--- config.mk ---
export PLATFORM = sky130hd
export DESIGN_NAME = fos_out_decim_fifo
export DESIGN_NICKNAME = d
export VERILOG_FILES = /design/src/rtl/fos_pkg.sv /design/src/rtl/fos_sync_fifo.sv /design/src/rtl/fos_out_decim_fifo.sv
export SDC_FILE = /design/constraint.sdc
export NUM_CORES = 1
export LEC_CHECK = 0
export ABC_AREA = 1
export CORE_MARGIN = 3
export CORE_UTILIZATION = 30
export CTS_CLUSTER_DIAMETER = 200
export DETAILED_ROUTE_END_ITERATION = 10
export HOLD_SLACK_MARGIN = 0.08
export PLACE_DENSITY = 0.43
export SETUP_SLACK_MARGIN = 0.5
export SLEW_MARGIN = 20
export SYNTH_ARGS = -nofsm -noshare
export SYNTH_HDL_FRONTEND = slang
export SYNTH_SLANG_ARGS = --single-unit
--- constraint.sdc ---
create_clock -name clk -period 3.45 [get_ports clk]
set_clock_uncertainty 0.05 [all_clocks]
set_input_delay 0.69 -clock clk [delete_from_list [all_inputs] [get_ports clk]]
set_output_delay 0.69 -clock clk [all_outputs]
set_load 0.05 [all_outputs]
--- src/rtl/fos_pkg.sv ---
// Shared constants for the first-order filter section and its output stages.
//   IN_W / COEF_W / OUT_W : sample, coefficient and output word widths
//   FRAC_SHIFT_DEF        : default count of filter fractional bits
//   sat_max / sat_min     : signed range limits of a w-bit two's complement word
package fos_pkg;

  localparam int IN_W           = 32;
  localparam int COEF_W         = 11;
  localparam int OUT_W          = 16;
  localparam int FRAC_SHIFT_DEF = 10;

  function automatic int sat_max(input int w);
    return (1 <<< (w - 1)) - 1;
  endfunction

  function automatic int sat_min(input int w);
    return -(1 <<< (w - 1));
  endfunction

endpackage

--- src/rtl/fos_sync_fifo.sv ---
// Synchronous circular-buffer FIFO with a registered head word.
//   clk, reset   : clock, synchronous active-high reset
//   push         : write request (accepted if not full, or full with a pop)
//   push_data    : word to write
//   pop          : read request (ignored when empty)
//   head         : registered head entry; holds the last popped word when empty
//   full, empty  : occupancy status
//   level        : occupancy 0..DEPTH
module fos_sync_fifo #(
  parameter int DEPTH_LOG2 = 3,
  parameter int OUT_W      = 16
) (
  input  logic                  clk,
  input  logic                  reset,
  input  logic                  push,
  input  logic [OUT_W-1:0]      push_data,
  input  logic                  pop,
  output logic [OUT_W-1:0]      head,
  output logic                  full,
  output logic                  empty,
  output logic [DEPTH_LOG2:0]   level
);

  localparam int DEPTH = 1 << DEPTH_LOG2;
  localparam logic [DEPTH_LOG2:0] FULL_LVL = {1'b1, {DEPTH_LOG2{1'b0}}};
  localparam logic [DEPTH_LOG2:0] ONE_LVL  = {{DEPTH_LOG2{1'b0}}, 1'b1};

  logic [OUT_W-1:0]      mem [DEPTH];
  logic [DEPTH_LOG2-1:0] wr_ptr, rd_ptr, rd_nxt;
  logic                  do_push, do_pop;

  always_comb begin
    full    = (level == FULL_LVL);
    empty   = (level == '0);
    do_pop  = pop && !empty;
    do_push = push && (!full || do_pop);
    rd_nxt  = rd_ptr + 1'b1;
  end

  always_ff @(posedge clk) begin
    if (do_push) mem[wr_ptr] <= push_data;
  end

  always_ff @(posedge clk) begin
    if (reset) begin
      wr_ptr <= '0;
      rd_ptr <= '0;
      level  <= '0;
      head   <= '0;
    end else begin
      if (do_push) wr_ptr <= wr_ptr + 1'b1;
      if (do_pop)  rd_ptr <= rd_nxt;
      if (do_push && !do_pop)      level <= level + 1'b1;
      else if (do_pop && !do_push) level <= level - 1'b1;
      // Head register tracks mem[rd_ptr]; when the only entry is popped while
      // a new word is written, that word bypasses the array into the head.
      if (do_pop) begin
        if (level > ONE_LVL)  head <= mem[rd_nxt];
        else if (do_push)     head <= push_data;
      end else if (empty && do_push) begin
        head <= push_data;
      end
    end
  end

endmodule

--- src/rtl/fos_out_decim_fifo.sv ---
// Output conditioning for the first-order IIR section: integrate-and-dump
// decimation by 2**DECIM_LOG2, round-half-up and saturate to OUT_W bits, then
// buffer in a FIFO toward the consumer.
//   clk, reset   : clock, synchronous active-high reset
//   y_in         : signed filter sample, qualified by in_valid
//   out_data     : FIFO head word (signed), out_valid when FIFO non-empty
//   out_ready    : consumer accept; pop on out_valid && out_ready
//   level        : FIFO occupancy
//   sat_flag     : sticky, some output word was clipped
//   ovf_flag     : sticky, some word was dropped on a full FIFO
//   clear_flags  : clears both sticky flags (wins over a same-cycle set)
module fos_out_decim_fifo
  import fos_pkg::*;
#(
  parameter int IN_W       = fos_pkg::IN_W,
  parameter int OUT_W      = fos_pkg::OUT_W,
  parameter int FRAC_SHIFT = FRAC_SHIFT_DEF,
  parameter int DECIM_LOG2 = 2,
  parameter int DEPTH_LOG2 = 3
) (
  input  logic                     clk,
  input  logic                     reset,
  input  logic signed [IN_W-1:0]   y_in,
  input  logic                     in_valid,
  output logic signed [OUT_W-1:0]  out_data,
  output logic                     out_valid,
  input  logic                     out_ready,
  output logic [DEPTH_LOG2:0]      level,
  output logic                     sat_flag,
  output logic                     ovf_flag,
  input  logic                     clear_flags
);

  localparam int ACC_W = IN_W + DECIM_LOG2;
  localparam int RW    = ACC_W + 1;
  localparam int SH    = FRAC_SHIFT + DECIM_LOG2;
  localparam logic signed [RW-1:0] HALF  = {{(RW-SH){1'b0}}, 1'b1, {(SH-1){1'b0}}};
  localparam logic signed [RW-1:0] R_MAX = RW'(sat_max(OUT_W));
  localparam logic signed [RW-1:0] R_MIN = RW'(sat_min(OUT_W));

  logic signed [ACC_W-1:0]  acc, acc_sum, s2_sum;
  logic [DECIM_LOG2-1:0]    phase;
  logic                     s2_valid;
  logic signed [RW-1:0]     rsum, r;
  logic [OUT_W-1:0]         word;
  logic                     clip, pop, full, empty, drop;

  always_comb begin
    acc_sum = acc + {{DECIM_LOG2{y_in[IN_W-1]}}, y_in};
    rsum    = {s2_sum[ACC_W-1], s2_sum} + HALF;
    r       = rsum >>> SH;
    clip    = 1'b0;
    word    = r[OUT_W-1:0];
    if (r > R_MAX) begin
      word = R_MAX[OUT_W-1:0];
      clip = 1'b1;
    end else if (r < R_MIN) begin
      word = R_MIN[OUT_W-1:0];
      clip = 1'b1;
    end
    out_valid = !empty;
    pop       = out_valid && out_ready;
    drop      = s2_valid && full && !pop;
  end

  always_ff @(posedge clk) begin
    if (reset) begin
      acc      <= '0;
      phase    <= '0;
      s2_sum   <= '0;
      s2_valid <= 1'b0;
      sat_flag <= 1'b0;
      ovf_flag <= 1'b0;
    end else begin
      s2_valid <= 1'b0;
      if (in_valid) begin
        phase <= phase + 1'b1;
        if (phase == '1) begin
          s2_sum   <= acc_sum;
          s2_valid <= 1'b1;
          acc      <= '0;
        end else begin
          acc <= acc_sum;
        end
      end
      if (clear_flags) begin
        sat_flag <= 1'b0;
        ovf_flag <= 1'b0;
      end else begin
        if (s2_valid && clip) sat_flag <= 1'b1;
        if (drop)             ovf_flag <= 1'b1;
      end
    end
  end

  fos_sync_fifo #(
    .DEPTH_LOG2 (DEPTH_LOG2),
    .OUT_W      (OUT_W)
  ) u_fifo (
    .clk       (clk),
    .reset     (reset),
    .push      (s2_valid),
    .push_data (word),
    .pop       (pop),
    .head      (out_data),
    .full      (full),
    .empty     (empty),
    .level     (level)
  );

endmodule

==> results of run 1 <==
## state kept, by name, summed over array words and instances (netlist names), 2 cells and up
name           cells
u_fifo.mem       128
acc               34
s2_sum            23
u_fifo.head       16
u_fifo.level       4
u_fifo.rd_ptr      3
u_fifo.wr_ptr      3
phase              2
## timing repair
action                                  CTS  global route
gates resized for setup                   1             5
endpoints found under the setup margin    1             6
endpoints found under the hold margin     0             0
## critical path, stage by stage, from the launching register on
cell and delay, ps:
dfxtp_1 410, inv_1 120, ha_1 220, inv_1 90
nor2_1 80, inv_1 60, dlygate4sd2_1 530
## final cells by class
cell class | instances | area (sq um) | area share [%]
clock buffer | 28 | 637 | 4.79
inverter | 107 | 402 | 3.02
tap | 468 | 586 | 4.41
timing repair buffer | 93 | 877 | 6.60
clock inverter | 16 | 136 | 1.03
multi-input combinational | 953 | 5040 | 38.0
sequential | 216 | 5610 | 42.2
## layout by cell type (no fill, tap or decap), drive strengths merged, types with 35 or more instances in the layout
master / n
nand3: 58
dfxtp: 88
a21oi: 176
o21ai: 76
buf: 35
ha: 41
clkdlybuf4s50: 57
inv: 108
edfxtp: 128
nor2: 119
nand2: 341
## stage by stage
stage,utilization (%),cell area [sq um],setup WS (ps),instances
floorplan,-,11300,536,1326
detailed placement,34.0,12500,133,1837
global route,36.1,13300,541,1881
finish,36.1,13300,694,1881
CTS,36.1,13300,650,1881
global placement,34.0,12500,73.2,1837
## routing by layer
metal	vias up	track usage, %	routed length, um
met2	150	32.0	17300
met1	4384	21.5	14800
met4	0	3.90	681
li1	4699	-	-
met5	-	0	0
met3	46	1.84	1100
## worst min-delay path by stage
stage	from	to	slack [ps]	depth (start not counted)
floorplan	acc[19]$_SDFFE_PP0P_	acc[19]$_SDFFE_PP0P_	400	2
global placement	ovf_flag$_SDFFE_PP0P_	ovf_flag$_SDFFE_PP0P_	390	2
detailed placement	ovf_flag$_SDFFE_PP0P_	ovf_flag$_SDFFE_PP0P_	390	2
CTS	ovf_flag$_SDFFE_PP0P_	ovf_flag$_SDFFE_PP0P_	400	2
global route	ovf_flag$_SDFFE_PP0P_	ovf_flag$_SDFFE_PP0P_	410	2
finish	ovf_flag$_SDFFE_PP0P_	ovf_flag$_SDFFE_PP0P_	400	2
## power by group through the flow
stage / Combinational, mW / Sequential [mW] / Clock (mW)
final: 3.90 / 3.13 / 2.54
after global routing: 4.34 / 3.16 / 2.75
after CTS: 3.97 / 3.14 / 2.64
after detailed placement: 3.97 / 3.19 / 0
after global placement: 3.99 / 3.19 / 0
after floorplan: 2.24 / 3.57 / 0
## kinds of logic after synthesis
group                    Yosys count  share of synthesized area (%)
AND/OR/NAND/NOR                  565                           21.4
AO/OA/AOI/OAI                    315                           16.1
flip-flops                       216                           49.8
buffers and inverters            157                           5.50
adder cells (fa/ha/maj)           42                           4.74
XOR/XNOR                          31                           2.48
==> impl_table.tex, run 1 <==
\begin{tabular}{lr}
\hline
Metric & Value \\
\hline
\multicolumn{2}{l}{\textbf{Finish}} \\
Share of post-route cells with drive strength above 1 & 8.49\% \\
Final nets & between 1000 and 1500 \\
Fill count & between 3000 and 4000 \\
ANT cells & 0 \\
Layout overhead on the synthesized area & 18.1\% \\
\multicolumn{2}{l}{\textbf{Yosys}} \\
Biggest area contributors in the synthesized netlist & edfxtp\_1 34\%, dfxtp\_1 16\%, nand2\_1 11\%, a21oi\_1 7.4\%, ha\_1 4.6\% \\
Top-count cell post-synth & nand2\_1 \\
Cell type with the highest aggregate area in the netlist & edfxtp\_1 \\
Count of distinct cell types in the synthesized netlist & 46 \\
Synth warn & 0 \\
Register area share after synthesis & approximately 50\% \\
Post-synthesis register bit count & between 200 and 250 \\
Post-Syn Nets & 1405 \\
Synthesized area & 11300 sq um \\
Post-synth EDFFs & $\sim$130 \\
Share of synthesized registers carrying an async set or reset & 0\% \\
Number of standard cells after synthesis & around 1300 \\
Ys flop type & edfxtp\_1 \\
Proportion of netlist area held by the largest area contributor & roughly a third \\
Synth Area per Inst & about 8.5 sq um \\
Most numerous cell types in the synthesized netlist & 326 x nand2\_1, 167 x a21oi\_1, 128 x edfxtp\_1, 112 x nor2\_1, 104 x inv\_1 \\
\multicolumn{2}{l}{\textbf{STA}} \\
Slew Limit Headroom & 34.1\% \\
Achievable clock frequency & roughly 360 MHz \\
Setup violations, final & 0 \\
Period Utilization, post-route & around 80\% \\
Measured slew at the worst slew-check pin & between 900 and 1000 ps \\
Crit path time final & around 2800 ps \\
Final hold violation count & 0 \\
Setup TNS & 0 ps \\
Worst hold slack after final layout & 397 ps \\
RSZ-0062 raised after global routing & false \\
Final max-slew violation count & 0 \\
\multicolumn{2}{l}{\textbf{Clock network}} \\
Post-CTS setup buffer count & 0 \\
Worst-path clk slew & 60 ps \\
Number of buffers created by CTS & 25 \\
CTS tree & done \\
Clock latency on the worst-skew pair & around 520 ps \\
Number of hold buffers added after CTS & 0 \\
Clock buffer depth & 3 \\
Sink count of the clock tree & $\sim$220 \\
Deepest level of the CTS H-tree & 1 \\
Buffer type at the clock tree root & clkbuf\_16 \\
\multicolumn{2}{l}{\textbf{Power}} \\
Worst IR Drop VDD & 675 uV \\
Part of the power in the clock network & 26.6\% \\
Fraction of power consumed by sequential logic & 32.7\% \\
Overall power consumption & around 9.6 mW \\
Sw power & just under 4 mW \\
Sw Ratio & 40.2\% \\
Combinational cell fraction of total power & 40.7\% \\
P per Cell Area & approximately 720 nW/um\^{}2 \\
LEAKAGE & $\sim$5.4 nW \\
Internal power & 5.73 mW \\
\multicolumn{2}{l}{\textbf{Route}} \\
Overall via count from detail\_route & just over 9000 \\
Via count normalized by instance count & roughly 5 \\
TritonRoute pass-1 iters & 5 \\
Final routed wirelength across all metal layers & around 34000 um \\
Remaining DRCs & 0 \\
Detail-routed net length per standard cell & between 15 and 20 um \\
Count of nets left with antenna violations after detail routing & 0 \\
First DRT Iteration DRCs & $\sim$570 \\
\multicolumn{2}{l}{\textbf{Die}} \\
Site Rows & 70 \\
Top Ports & 60 \\
Die Footprint & 39900 sq um \\
Starting Density & a little under a third \\
Vertical extent of the die & $\sim$200 um \\
Core Region & 36800 sq um \\
Floorplan die width & $\sim$200 um \\
\multicolumn{2}{l}{\textbf{Run}} \\
Max-cap violation count & 0 \\
\multicolumn{2}{l}{\textbf{Global routing}} \\
Initial antenna violation count & 0 \\
Via count of the first global-routing pass & roughly 9200 \\
Total congestion overflow after global routing & 0 \\
Total track usage & 17.2\% \\
Largest net degree at the start of global routing & between 50 and 60 \\
First-pass GRT wire length & between 50000 and 60000 um \\
\multicolumn{2}{l}{\textbf{Worst setup path}} \\
Worst setup path startpoint & u\_fifo.level[0]\$\_SDFFE\_PP0P\_ \\
Reg2Reg Depth & 10 \\
Setup Crit Path Kind & flop to output pin \\
Category of the worst setup path launch point & flop \\
Worst Setup End Kind & output pin \\
Setup slack of the most critical reg-to-reg path & 770 ps \\
CP Data Arrival Time & between 2000 and 2500 ps \\
Beginning of the worst register-to-register path & u\_fifo.level[0]\$\_SDFFE\_PP0P\_ \\
Endpoint required time on the critical path & 2710 ps \\
Crit path max fanout & 5 \\
Worst r2r dst & u\_fifo.mem[1][9]\$\_DFFE\_PP\_ \\
Worst setup path endpoint & out\_valid \\
\multicolumn{2}{l}{\textbf{Placement}} \\
Dpl hpwl & roughly 24000 um \\
Global placement routability congestion & about 0.85 \\
Number of port buffers & a little under 60 \\
\multicolumn{2}{l}{\textbf{Worst hold path}} \\
Type of the tightest min-delay check & flop to flop \\
\multicolumn{2}{l}{\textbf{Run status}} \\
Result of the run & completed \\
\hline
\end{tabular}
(Power assumes the default switching activity.)
==> inputs of run 2 (changes only) <==
--- a/config.mk
+++ b/config.mk
@@ -11,7 +11,7 @@
 export CTS_CLUSTER_DIAMETER = 200
 export DETAILED_ROUTE_END_ITERATION = 10
 export HOLD_SLACK_MARGIN = 0.08
-export PLACE_DENSITY = 0.43
+export PLACE_DENSITY = 0.44
 export SETUP_SLACK_MARGIN = 0.5
 export SLEW_MARGIN = 20
 export SYNTH_ARGS = -nofsm -noshare
==> constraint.sdc (replaced) <==
create_clock -name clk -period 2.4 [get_ports clk]
set_clock_uncertainty 0.05 [all_clocks]
set_input_delay 0.48 -clock clk [delete_from_list [all_inputs] [get_ports clk]]
set_output_delay 0.48 -clock clk [all_outputs]
set_load 0.05 [all_outputs]
==> impl_table.tex, run 2 (same netlist as run 1, synthesis figures left out) <==
\begin{tabular}{lr}
\hline
Metric & Value \\
\hline
\multicolumn{2}{l}{\textbf{Route}} \\
Remaining DRCs & 0 \\
Via count normalized by instance count & 4.95 \\
Detail-routed net length per standard cell & 18.5 um \\
Wl on met1 & about 16000 um \\
Count of nets left with antenna violations after detail routing & 0 \\
TritonRoute pass-1 iters & 5 \\
Met2 Routed Length & about 20000 um \\
Overall via count from detail\_route & just over 10000 \\
Max Used Layer & met4 \\
Routed wl met3 & 1280 um \\
Final routed wirelength across all metal layers & 38500 um \\
First DRT Iteration DRCs & between 400 and 500 \\
\multicolumn{2}{l}{\textbf{STA}} \\
Crit path time final & around 2200 ps \\
Achievable clock frequency & between 400 and 500 MHz \\
Setup violations, final & 0 \\
Period Utilization, post-route & between 90\% and 100\% \\
Final max-slew violation count & 0 \\
Final hold violation count & 0 \\
Measured slew at the worst slew-check pin & approximately 690 ps \\
Worst hold slack after final layout & between 200 and 300 ps \\
Worst Slack Setup Final & $\sim$200 ps \\
RSZ-0062 raised after global routing & true \\
Slew Limit Headroom & 54.0\% \\
\multicolumn{2}{l}{\textbf{Clock network}} \\
Sink count of the clock tree & around 220 \\
Deepest level of the CTS H-tree & 1 \\
Worst-path clk slew & 60 ps \\
Number of hold buffers added after CTS & 0 \\
Buffer type at the clock tree root & clkbuf\_16 \\
CTS tree & done \\
Clock latency on the worst-skew pair & around 540 ps \\
Number of buffers created by CTS & 26 \\
Clock buffer depth & 3 \\
\multicolumn{2}{l}{\textbf{Worst setup path}} \\
Crit path max fanout & 7 \\
Endpoint required time on the critical path & approximately 2800 ps \\
Reg2Reg Depth & 15 \\
Setup Crit Path Kind & flop to flop \\
Worst Setup End Kind & flop \\
Crit path max-delay cell type & dfxtp\_4 \\
Category of the worst setup path launch point & flop \\
Delay of the slowest critical-path stage & $\sim$370 ps \\
Cell-by-cell trace of the critical path & ha\_4 > nand2\_4 > nor2\_4 > buf\_6 > nand4\_1 > nand2\_2 > nand3\_2 > nor2\_4 > nand2\_4 > nand2\_8 > buf\_12 > buf\_16 > nand3\_2 > nand2\_2 > a21oi\_2 \\
CP Data Arrival Time & 2580 ps \\
\multicolumn{2}{l}{\textbf{Die}} \\
Starting Density & 30.6\% \\
Floorplan die width & $\sim$200 um \\
Site Rows & 70 \\
Top Ports & 60 \\
Die Footprint & between 30000 and 40000 sq um \\
Core Region & about 37000 sq um \\
Vertical extent of the die & 200 um \\
\multicolumn{2}{l}{\textbf{Finish}} \\
Largest register FFs & 128 \\
Final nets & around 1700 \\
Post-Layout Cell Count & $\sim$2100 \\
Layout overhead on the synthesized area & 56.1\% \\
ANT cells & 0 \\
Most used cells in the layout excluding fill and tap cells & 230 x nand2\_1, 176 x buf\_4, 128 x edfxtp\_1 \\
Regs by FF count & u\_fifo.mem x128, acc x34, s2\_sum x23 \\
Most flops, register & u\_fifo.mem \\
Most common cell after layout, fill and taps aside & nand2\_1 \\
Final cell area excluding filler cells & 17600 sq um \\
Fill count & between 3000 and 4000 \\
Share of post-route cells with drive strength above 1 & 43.8\% \\
\multicolumn{2}{l}{\textbf{Power}} \\
Internal power & 9.89 mW \\
LEAKAGE & 7.11 nW \\
P per Cell Area & about 940 nW/um\^{}2 \\
Overall power consumption & between 15 and 20 mW \\
Sw power & roughly 6.6 mW \\
Part of the power in the clock network & 23.7\% \\
Fraction of power consumed by sequential logic & 27.9\% \\
Sw Ratio & 40.1\% \\
Worst IR Drop VDD & between 600 and 700 uV \\
Combinational cell fraction of total power & about half \\
\multicolumn{2}{l}{\textbf{Global routing}} \\
First-pass GRT wire length & roughly 58000 um \\
Largest net degree at the start of global routing & a little under 60 \\
Via count of the first global-routing pass & roughly 10000 \\
Initial antenna violation count & 0 \\
Total congestion overflow after global routing & 0 \\
Total track usage & 18.6\% \\
\multicolumn{2}{l}{\textbf{Run status}} \\
Result of the run & completed \\
\multicolumn{2}{l}{\textbf{Placement}} \\
Post-placement setup slack & -583 ps \\
Global placement routability congestion & around 0.84 \\
Number of port buffers & 59 \\
Area post-placement & approximately 14000 sq um \\
Dpl hpwl & roughly 26000 um \\
Number of placed instances, taps included & just under 2000 \\
\multicolumn{2}{l}{\textbf{Run}} \\
Max-cap violation count & 0 \\
\multicolumn{2}{l}{\textbf{Worst hold path}} \\
Type of the tightest min-delay check & input port to flop \\
Min-Delay Path Depth & 2 \\
\hline
\end{tabular}
[run 2: final timing paths]
kind,start,end,slack [ps]
max,s2_sum[11]$_SDFFE_PP0P_,u_fifo.head[8]$_SDFFE_PP0P_,200
min,reset,acc[25]$_SDFFE_PP0P_,260
max reg2reg,s2_sum[11]$_SDFFE_PP0P_,u_fifo.head[8]$_SDFFE_PP0P_,200
min reg2reg,ovf_flag$_SDFFE_PP0P_,ovf_flag$_SDFFE_PP0P_,400
[run 2: stage by stage]
step                      setup TNS [ps]  utilization, %
final                                  0            47.7
after global routing                   0            47.7
after CTS                              0            44.0
after detailed placement          -39080            38.4
after global placement            -37020            38.4
after floorplan                        0               -
[run 2: timing repair]
item	in CTS	in global routing
pin swaps	85	114
setup buffers	38	30
endpoints found under the setup margin	339	234
gates cloned	1	4
resized for setup	307	269
[run 2: worst max-delay path: cells and delay by family (launching register included)]
family	cells	cell delay, ps
AO/OA/AOI/OAI	1	70
adder cells (fa/ha/maj)	1	150
buffers and inverters	3	380
flip-flops	1	370
AND/OR/NAND/NOR	10	1050
[run 2: routing by layer]
| layer | up-vias | track usage (%) |
|---|---|---|
| met4 | 0 | 4.70 |
| met2 | 170 | 33.9 |
| met5 | - | 0 |
| met3 | 51 | 2.16 |
| li1 | 5114 | - |
| met1 | 4980 | 23.3 |
[run 2: area by class of cell]
cell class / instances / area, sq um / share of cell area [%]
Clock buffer: 35 / 684 / 3.90
Tap cell: 468 / 586 / 3.33
Multi-Input combinational cell: 954 / 7200 / 41.0
Inverter: 107 / 427 / 2.43
Sequential cell: 216 / 5700 / 32.5
Timing Repair Buffer: 292 / 2810 / 16.0
Clock inverter: 13 / 155 / 0.884
[run 2: power groups by stage]
stage | logic, mW | clock network, mW | registers, mW
after floorplan | 3.47 | 0 | 5.19
after global placement | 6.49 | 0 | 4.66
after detailed placement | 6.50 | 0 | 4.66
after CTS | 7.04 | 4.01 | 4.59
after global routing | 8.60 | 4.17 | 4.64
final | 7.98 | 3.91 | 4.60
